File: config.mk
export PLATFORM = sky130hd
export DESIGN_NAME = ins_encoder
export DESIGN_NICKNAME = d
export VERILOG_FILES = /design/src/rtl/ins_encoder.sv
export SDC_FILE = /design/constraint.sdc
export NUM_CORES = 1
export LEC_CHECK = 0
export ABC_CLOCK_PERIOD_IN_PS = 3000
export CAP_MARGIN = 20
export CELL_PAD_IN_SITES_DETAIL_PLACEMENT = 0
export CELL_PAD_IN_SITES_GLOBAL_PLACEMENT = 1
export CORE_AREA = 2 2 135 137
export DETAILED_ROUTE_END_ITERATION = 10
export DIE_AREA = 0 0 137 139
export MAX_ROUTING_LAYER = met4
export PLACE_DENSITY_LB_ADDON = 0.1
export SYNTH_ARGS = -nofsm -noshare
export SYNTH_HDL_FRONTEND = slang
export SYNTH_SLANG_ARGS = --single-unit
export TNS_END_PERCENT = 20
File: constraint.sdc
create_clock -name clk -period 3 [get_ports clk]
set_input_delay 0.6 -clock clk [delete_from_list [all_inputs] [get_ports clk]]
set_output_delay 0.6 -clock clk [all_outputs]
set_load 0.05 [all_outputs]
File: src/rtl/ins_encoder.sv
// Buffered MIPS field-to-word encoder: packs R/I/J fields, queues words in a FIFO, tags each with its program address.
// Optional field-misuse checking is built when INS_ENC_CHECK_EN is defined; otherwise enc_err is tied low.
module ins_encoder #(
  parameter int          DEPTH     = 4,
  parameter logic [31:0] BASE_ADDR = 32'h0000_0000
) (
  input  logic                     clk,
  input  logic                     reset_n,
  input  logic                     restart,
  input  logic                     in_valid,
  output logic                     in_ready,
  input  logic [5:0]               opcode,
  input  logic [4:0]               rs,
  input  logic [4:0]               rt,
  input  logic [4:0]               rd,
  input  logic [4:0]               shamt,
  input  logic [5:0]               funct,
  input  logic [15:0]              imm,
  input  logic [25:0]              address,
  output logic                     out_valid,
  input  logic                     out_ready,
  output logic [31:0]              instruction,
  output logic [31:0]              p_count,
  output logic [$clog2(DEPTH):0]   level,
  output logic                     enc_err
);

  localparam int AW = $clog2(DEPTH);
  localparam logic [AW:0]   FULL_LVL = DEPTH[AW:0];
  localparam logic [AW:0]   LVL_ONE  = {{AW{1'b0}}, 1'b1};
  localparam logic [AW-1:0] PTR_ONE  = {{(AW-1){1'b0}}, 1'b1};

  function automatic logic [31:0] encode(
    input logic [5:0] op, input logic [4:0] f_rs, input logic [4:0] f_rt,
    input logic [4:0] f_rd, input logic [4:0] f_sh, input logic [5:0] f_fn,
    input logic [15:0] f_imm, input logic [25:0] f_addr);
    logic [31:0] w;
    case (op)
      6'h00:        w = {op, f_rs, f_rt, f_rd, f_sh, f_fn};
      6'h02, 6'h03: w = {op, f_addr};
      default:      w = {op, f_rs, f_rt, f_imm};
    endcase
    return w;
  endfunction

  logic [31:0]   mem_r [DEPTH];
  logic [AW-1:0] wr_ptr_r;
  logic [AW-1:0] rd_ptr_r;
  logic [AW:0]   level_r;
  logic [31:0]   p_count_r;
  logic          push_s;
  logic          pop_s;
  logic [31:0]   enc_word_s;

  assign enc_word_s  = encode(opcode, rs, rt, rd, shamt, funct, imm, address);
  assign in_ready    = (level_r != FULL_LVL) && !restart;
  assign out_valid   = (level_r != {(AW+1){1'b0}});
  assign instruction = out_valid ? mem_r[rd_ptr_r] : 32'h0000_0000;
  assign push_s      = in_valid && in_ready;
  // restart already blocks push via in_ready; pop must be blocked explicitly
  assign pop_s       = out_valid && out_ready && !restart;
  assign p_count     = p_count_r;
  assign level       = level_r;

  // FIFO storage; contents are don't-care after reset so no reset is applied
  always_ff @(posedge clk) begin
    if (push_s) begin
      mem_r[wr_ptr_r] <= enc_word_s;
    end
  end

  // Pointers, occupancy and program address
  always_ff @(posedge clk or negedge reset_n) begin
    if (!reset_n) begin
      wr_ptr_r  <= {AW{1'b0}};
      rd_ptr_r  <= {AW{1'b0}};
      level_r   <= {(AW+1){1'b0}};
      p_count_r <= BASE_ADDR;
    end else if (restart) begin
      wr_ptr_r  <= {AW{1'b0}};
      rd_ptr_r  <= {AW{1'b0}};
      level_r   <= {(AW+1){1'b0}};
      p_count_r <= BASE_ADDR;
    end else begin
      if (push_s) begin
        wr_ptr_r <= wr_ptr_r + PTR_ONE;
      end
      if (pop_s) begin
        rd_ptr_r  <= rd_ptr_r + PTR_ONE;
        p_count_r <= p_count_r + 32'd4;
      end
      case ({push_s, pop_s})
        2'b10:   level_r <= level_r + LVL_ONE;
        2'b01:   level_r <= level_r - LVL_ONE;
        default: level_r <= level_r;
      endcase
    end
  end

`ifdef INS_ENC_CHECK_EN
  function automatic logic misuse(
    input logic [5:0] op, input logic [4:0] f_rs, input logic [4:0] f_rt,
    input logic [4:0] f_rd, input logic [4:0] f_sh, input logic [5:0] f_fn,
    input logic [15:0] f_imm, input logic [25:0] f_addr);
    logic bad;
    case (op)
      6'h00:        bad = (f_imm != 16'h0) || (f_addr != 26'h0);
      6'h02, 6'h03: bad = (f_rs != 5'h0) || (f_rt != 5'h0) || (f_rd != 5'h0) ||
                          (f_sh != 5'h0) || (f_fn != 6'h0) || (f_imm != 16'h0);
      default:      bad = (f_rd != 5'h0) || (f_sh != 5'h0) || (f_fn != 6'h0) ||
                          (f_addr != 26'h0);
    endcase
    return bad;
  endfunction

  logic enc_err_r;

  // Sticky misuse flag, cleared only by reset or restart
  always_ff @(posedge clk or negedge reset_n) begin
    if (!reset_n) begin
      enc_err_r <= 1'b0;
    end else if (restart) begin
      enc_err_r <= 1'b0;
    end else if (push_s && misuse(opcode, rs, rt, rd, shamt, funct, imm, address)) begin
      enc_err_r <= 1'b1;
    end else begin
      enc_err_r <= enc_err_r;
    end
  end

  assign enc_err = enc_err_r;
`else
  assign enc_err = 1'b0;
`endif

endmodule

# Word-level counts from Yosys, hierarchy flattened
# Memory sizes are Yosys's and may differ from the RTL's.
# Cells that the tools add are included.
# word_totals
out_inout_bits	70
memories	1
register_bits	39
wordCells	38
inputBits	79
ram_bits	128
# op_classes
reduce_logical	11
addsub	5
n_eq_ne	5
mux	12
# mem_list
name	depth	width	rd	rd_ports_with_merged_regs	wr	line	source
mem_r	4	32	1	0	1	46	logic [31:0] mem_r [DEPTH];
# ops
cell	n
32-bit 2-to-1 mux	3
26-bit one-hot mux with 2 select lines	1
32-bit by 3-bit adder with 32-bit output, second input constant	1
6-bit by 2-bit equality test with 1-bit output, second input constant	2
2-bit 2-to-1 mux	4
6-bit logical NOT	1
3-bit one-hot mux with 2 select lines	1
3-bit nonzero test	2
2-bit by 1-bit adder with 2-bit output, second input constant	2
1-bit logical AND	4
2-bit nonzero test	2
3-bit by 1-bit adder with 3-bit output, second input constant	1
3-bit 2-to-1 mux	1
3-bit != test, second input constant	1
3-bit by 1-bit subtractor with 3-bit output, second input constant	1
2-bit by 1-bit equality test with 1-bit output, second input constant	1
2-bit equality test, second input constant	1
1-bit 2-to-1 mux	2
2-bit OR reduction	1
1-bit logical NOT	1

# Longest topological paths before layout
# logic_depth
depth_word	6
depth_mapped	8
ltp_nobuf	7

# Least setup slack after synthesis
# No wires, ideal clock.
# synth_timing
path_kind	flip-flop to flip-flop
startpoint	register level_r[1] (netlist: level[1])
endpoint	register level_r[2] (netlist: level[2])
path_buffers	2
path_stages_with_launch	9
setup_ns	0.125
synth_period_minus_slack_ns	2.844
required_ns	2.875
setup_slack_ns	0.156
arrival_ns	2.719
cell_sequence	dfrtp_1 > o31ai_2 > clkbuf_1 > buf_1 > nor3_1 > fa_1 > and2_1 > mux2i_1 > mux2_2
# synth_via
elab_chain_len	6
elab_cells_between_ends	13
classes_between	add/sub (2); eq/ne (3); mux (2); reduce/logical (6)
# synth_rtl
element	line	source
start, declared	49	logic [AW:0] level_r;
start signal, assigned	77	level_r <= {(AW+1){1'b0}};
start signal, assigned	82	level_r <= {(AW+1){1'b0}};
start signal, assigned	93	2'b10: level_r <= level_r + LVL_ONE;
3-bit != test / 3-bit nonzero test (equally long branches)	56, 57	
1-bit logical AND, on equally long branches	56, 61	
1-bit logical AND, on equally long branches	59, 61	
2-bit by 1-bit equality test with 1-bit output / 2-bit equality test (equally long branches)	92	case ({push_s, pop_s})
3-bit one-hot mux with 2 select lines	92	
3-bit 2-to-1 mux	79	end else if (restart) begin
# Several ways; a longest one is shown, not always the timed one.
# A chain may end at the register's enable or synchronous reset.

# Worst setup path after layout
# layout_timing
startpoint	register rd_ptr_r[0]
endpoint	output port instruction[4]
# layout_via
elab_chain_len	2
# layout_rtl
element	line	source
start, declared	48	logic [AW-1:0] rd_ptr_r;
start signal, assigned	76	rd_ptr_r <= {AW{1'b0}};
start signal, assigned	81	rd_ptr_r <= {AW{1'b0}};
start signal, assigned	89	rd_ptr_r <= rd_ptr_r + PTR_ONE;
memory 4 x 32 bit	-	
32-bit 2-to-1 mux	58	assign instruction = out_valid ? mem_r[rd_ptr_r] : 32'h0000_0000;
end, declared	22	output logic [31:0] instruction,
# No other way between the ends.

==> out/qor.yml <==
die_width_microns: 137
preCtsSetupSlack_ps: 366
p_leak_nw: 3.34
postRouteAntennaNets: 0
maxSlewHeadroom_pct: 42.9
path_common_cell: "buf_4"
track_usage_pct: 18.4
multi_input_area_sq_um: 2380
pwr_density_cell_nw_per_um2: 791
first_pass_iters: 4
cts_setup_buffers: 0
final_common_cell: "edfxtp_1"
fin_nets: 734
arrival_ps: 2050
async_reset_ff_share_pct: 22.4
grt_setup_unrepaired: "no"
hold_violations: 0
portBuffers: 145
most-common-layout-cells: "edfxtp_1, clkdlybuf4s50_1, nand2_1"
initial_utilization_pct: 41.4
antenna_cells: 0
synth-seq-cells: 165
required_ps: 2400
die_height_microns: 139
rows: 49
tns_ps: 0
whs_ps: 279
path_clk_slew_ps: 60
ff2ff_setup_slack_ps: 700
root_buffer: "clkbuf_16"
r2r_cells: 4
yosysTopAreaCellShare_pct: 52.6
period_minus_slack_ps: 2650
post_cts_resize_count: 0
vias: 4674
cp_max_fo: 19
finalSetupViolCount: 0
synthFlopType: "edfxtp_1"
avgRoutedWirePerCell_microns: 18.0
synth.area.top_cells: "edfxtp_1, dfrtp_1, mux4_2"
totalPowerFinal_mw: 7.65
seq_area_sq_um: 4770
syn_inst: 498
cts_hold_buf: 0
vias_per_cell: 5.25
drv_slew: 0
synth_cell_types: 42
antenna_found_initial: 0
start_kind: "flop"
fin_ws_ps: 347
instances_no_fill: 890
status: "complete, no violations"
core_area_sq_um: 17700
timing.rr.end: "p_count[31]"
synth.avg_cell_area_sq_um: 14.7
grt_max_degree: 44
pin_count: 149
critPathKind: "reg2out"
worstPathCellList: "buf_4 > mux4_2 > nor2b_1 > buf_4"
drt_iter0_drc: 228
insertion_delay_ps: 420
hold_class: "in2async"
final_layout_size_suffix_gt1_share_pct: 21.0
post-place-cells: 859
filler_cell_count: 1435
numCtsBuffers: 17
finalInstanceArea_sq_um: 9670
placed_area_sq_um: 9070
yosysWarnings: 0
tightest_slew_ps: 857
hpwl_microns: 10300
peakVddDrop_uv: 987
drc: 0
grt_pass1_wl_microns: 25600
gp_congestion: 0.751
crit_path_max_incr_delay_ps: 550
grt_pass1_vias: 4766
ctsHtreeMaxLevel: 4
period_share_pct: 88.4
globalRouteOverflowTotal: 0
drt_wl_total_microns: 16000
area_growth_pct: 32.3
final_util_pct: 54.8
fin_worst_skew_ps: 6.38
cp-end-kind: "primary output"
clkSinkCount: 165
r2r_start: "p_count[8]"
fmax_mhz: 377
clockBufferDepth: 2
ys_seq_area_share_pct: 65.3
synth_edf_count: 128
syn_area_sq_um: 7310
critPathSlowestCell: "mux4_2"
tritoncts: "yes"
synth.largest_area_cell: "edfxtp_1"
maxCapViolCount: 0
dieArea_sq_um: 19000
## state kept, by name, summed over array words and instances, names as in the netlist
| name | flops |
|---|---|
| wr_ptr_r | 2 |
| level | 3 |
| mem_r | 128 |
| rd_ptr_r | 2 |
| p_count | 30 |
## how the worst max path moves through the flow
| stage | from | endpoint | slack (ps) | cells past startpoint |
|---|---|---|---|---|
| floorplan | level[1] | level[2] | 160 | 8 |
| global placement | in_valid | level[2] | 410 | 8 |
| detailed placement | in_valid | level[2] | 370 | 8 |
| CTS | rd_ptr_r[0] | instruction[3] | 280 | 4 |
| global route | rd_ptr_r[0] | instruction[4] | 220 | 4 |
| finish | rd_ptr_r[0] | instruction[4] | 350 | 4 |
## where the power goes
part	total (mW)	switching, mW	internal, mW	leakage [nW]
Combinational	2.73	1.79	0.945	1.38
Sequential	2.72	0.0806	2.64	1.67
Clock	2.20	0.885	1.31	0.285
Total	7.65	2.75	4.89	3.34
## Yosys cell counts (4+ instances only)
library cell	n
o31ai_1	13
ha_1	5
nor4_1	6
a21oi_1	18
edfxtp_1	128
nor2b_1	36
or4_1	13
or3_1	4
nand2_1	44
buf_2	4
clkbuf_1	22
dfrtp_1	37
and2_1	6
mux4_2	32
inv_1	11
nand4_1	7
a22oi_1	16
xnor2_1	11
nand3_1	10
nor3_1	10
mux2_2	15
nor2_1	21
## per-layer routing
| metal | part of all wire, % | global-route usage [%] | vias up |
|---|---|---|---|
| met5 | 0 | - | - |
| met4 | 1.3 | 6.02 | 0 |
| met3 | 5.3 | 4.93 | 13 |
| met2 | 49 | 28.5 | 123 |
| met1 | 44 | 23.5 | 2338 |
| li1 | - | - | 2200 |
## critical path: cells and delay by family, from the launching register on
kind                   cells  cell delay, ps
flip-flops                 1             350
buffers and inverters      2             560
AND/OR/NAND/NOR            1             160
multiplexers               1             550
## cell families after synthesis
kind of cell    Yosys count  synth area share, %
buf+inv                  43                 2.53
simple gates            165                 11.9
compound gates           56                 5.08
fa+ha+maj                 6                 1.13
xor+xnor                 13                 1.56
flops                   165                 65.3
mux                      49                 12.4
other cells               1               0.0513
## layout make-up
class | instances | area share (%)
inverters | 11 | 0.427
well taps | 229 | 2.96
clock buffers | 17 | 4.40
repair buffers | 162 | 16.5
multi-input cells | 292 | 24.6
flip-flops and latches | 165 | 49.4
clock inverters | 14 | 1.80
Power figures use the tool's default switching activity.
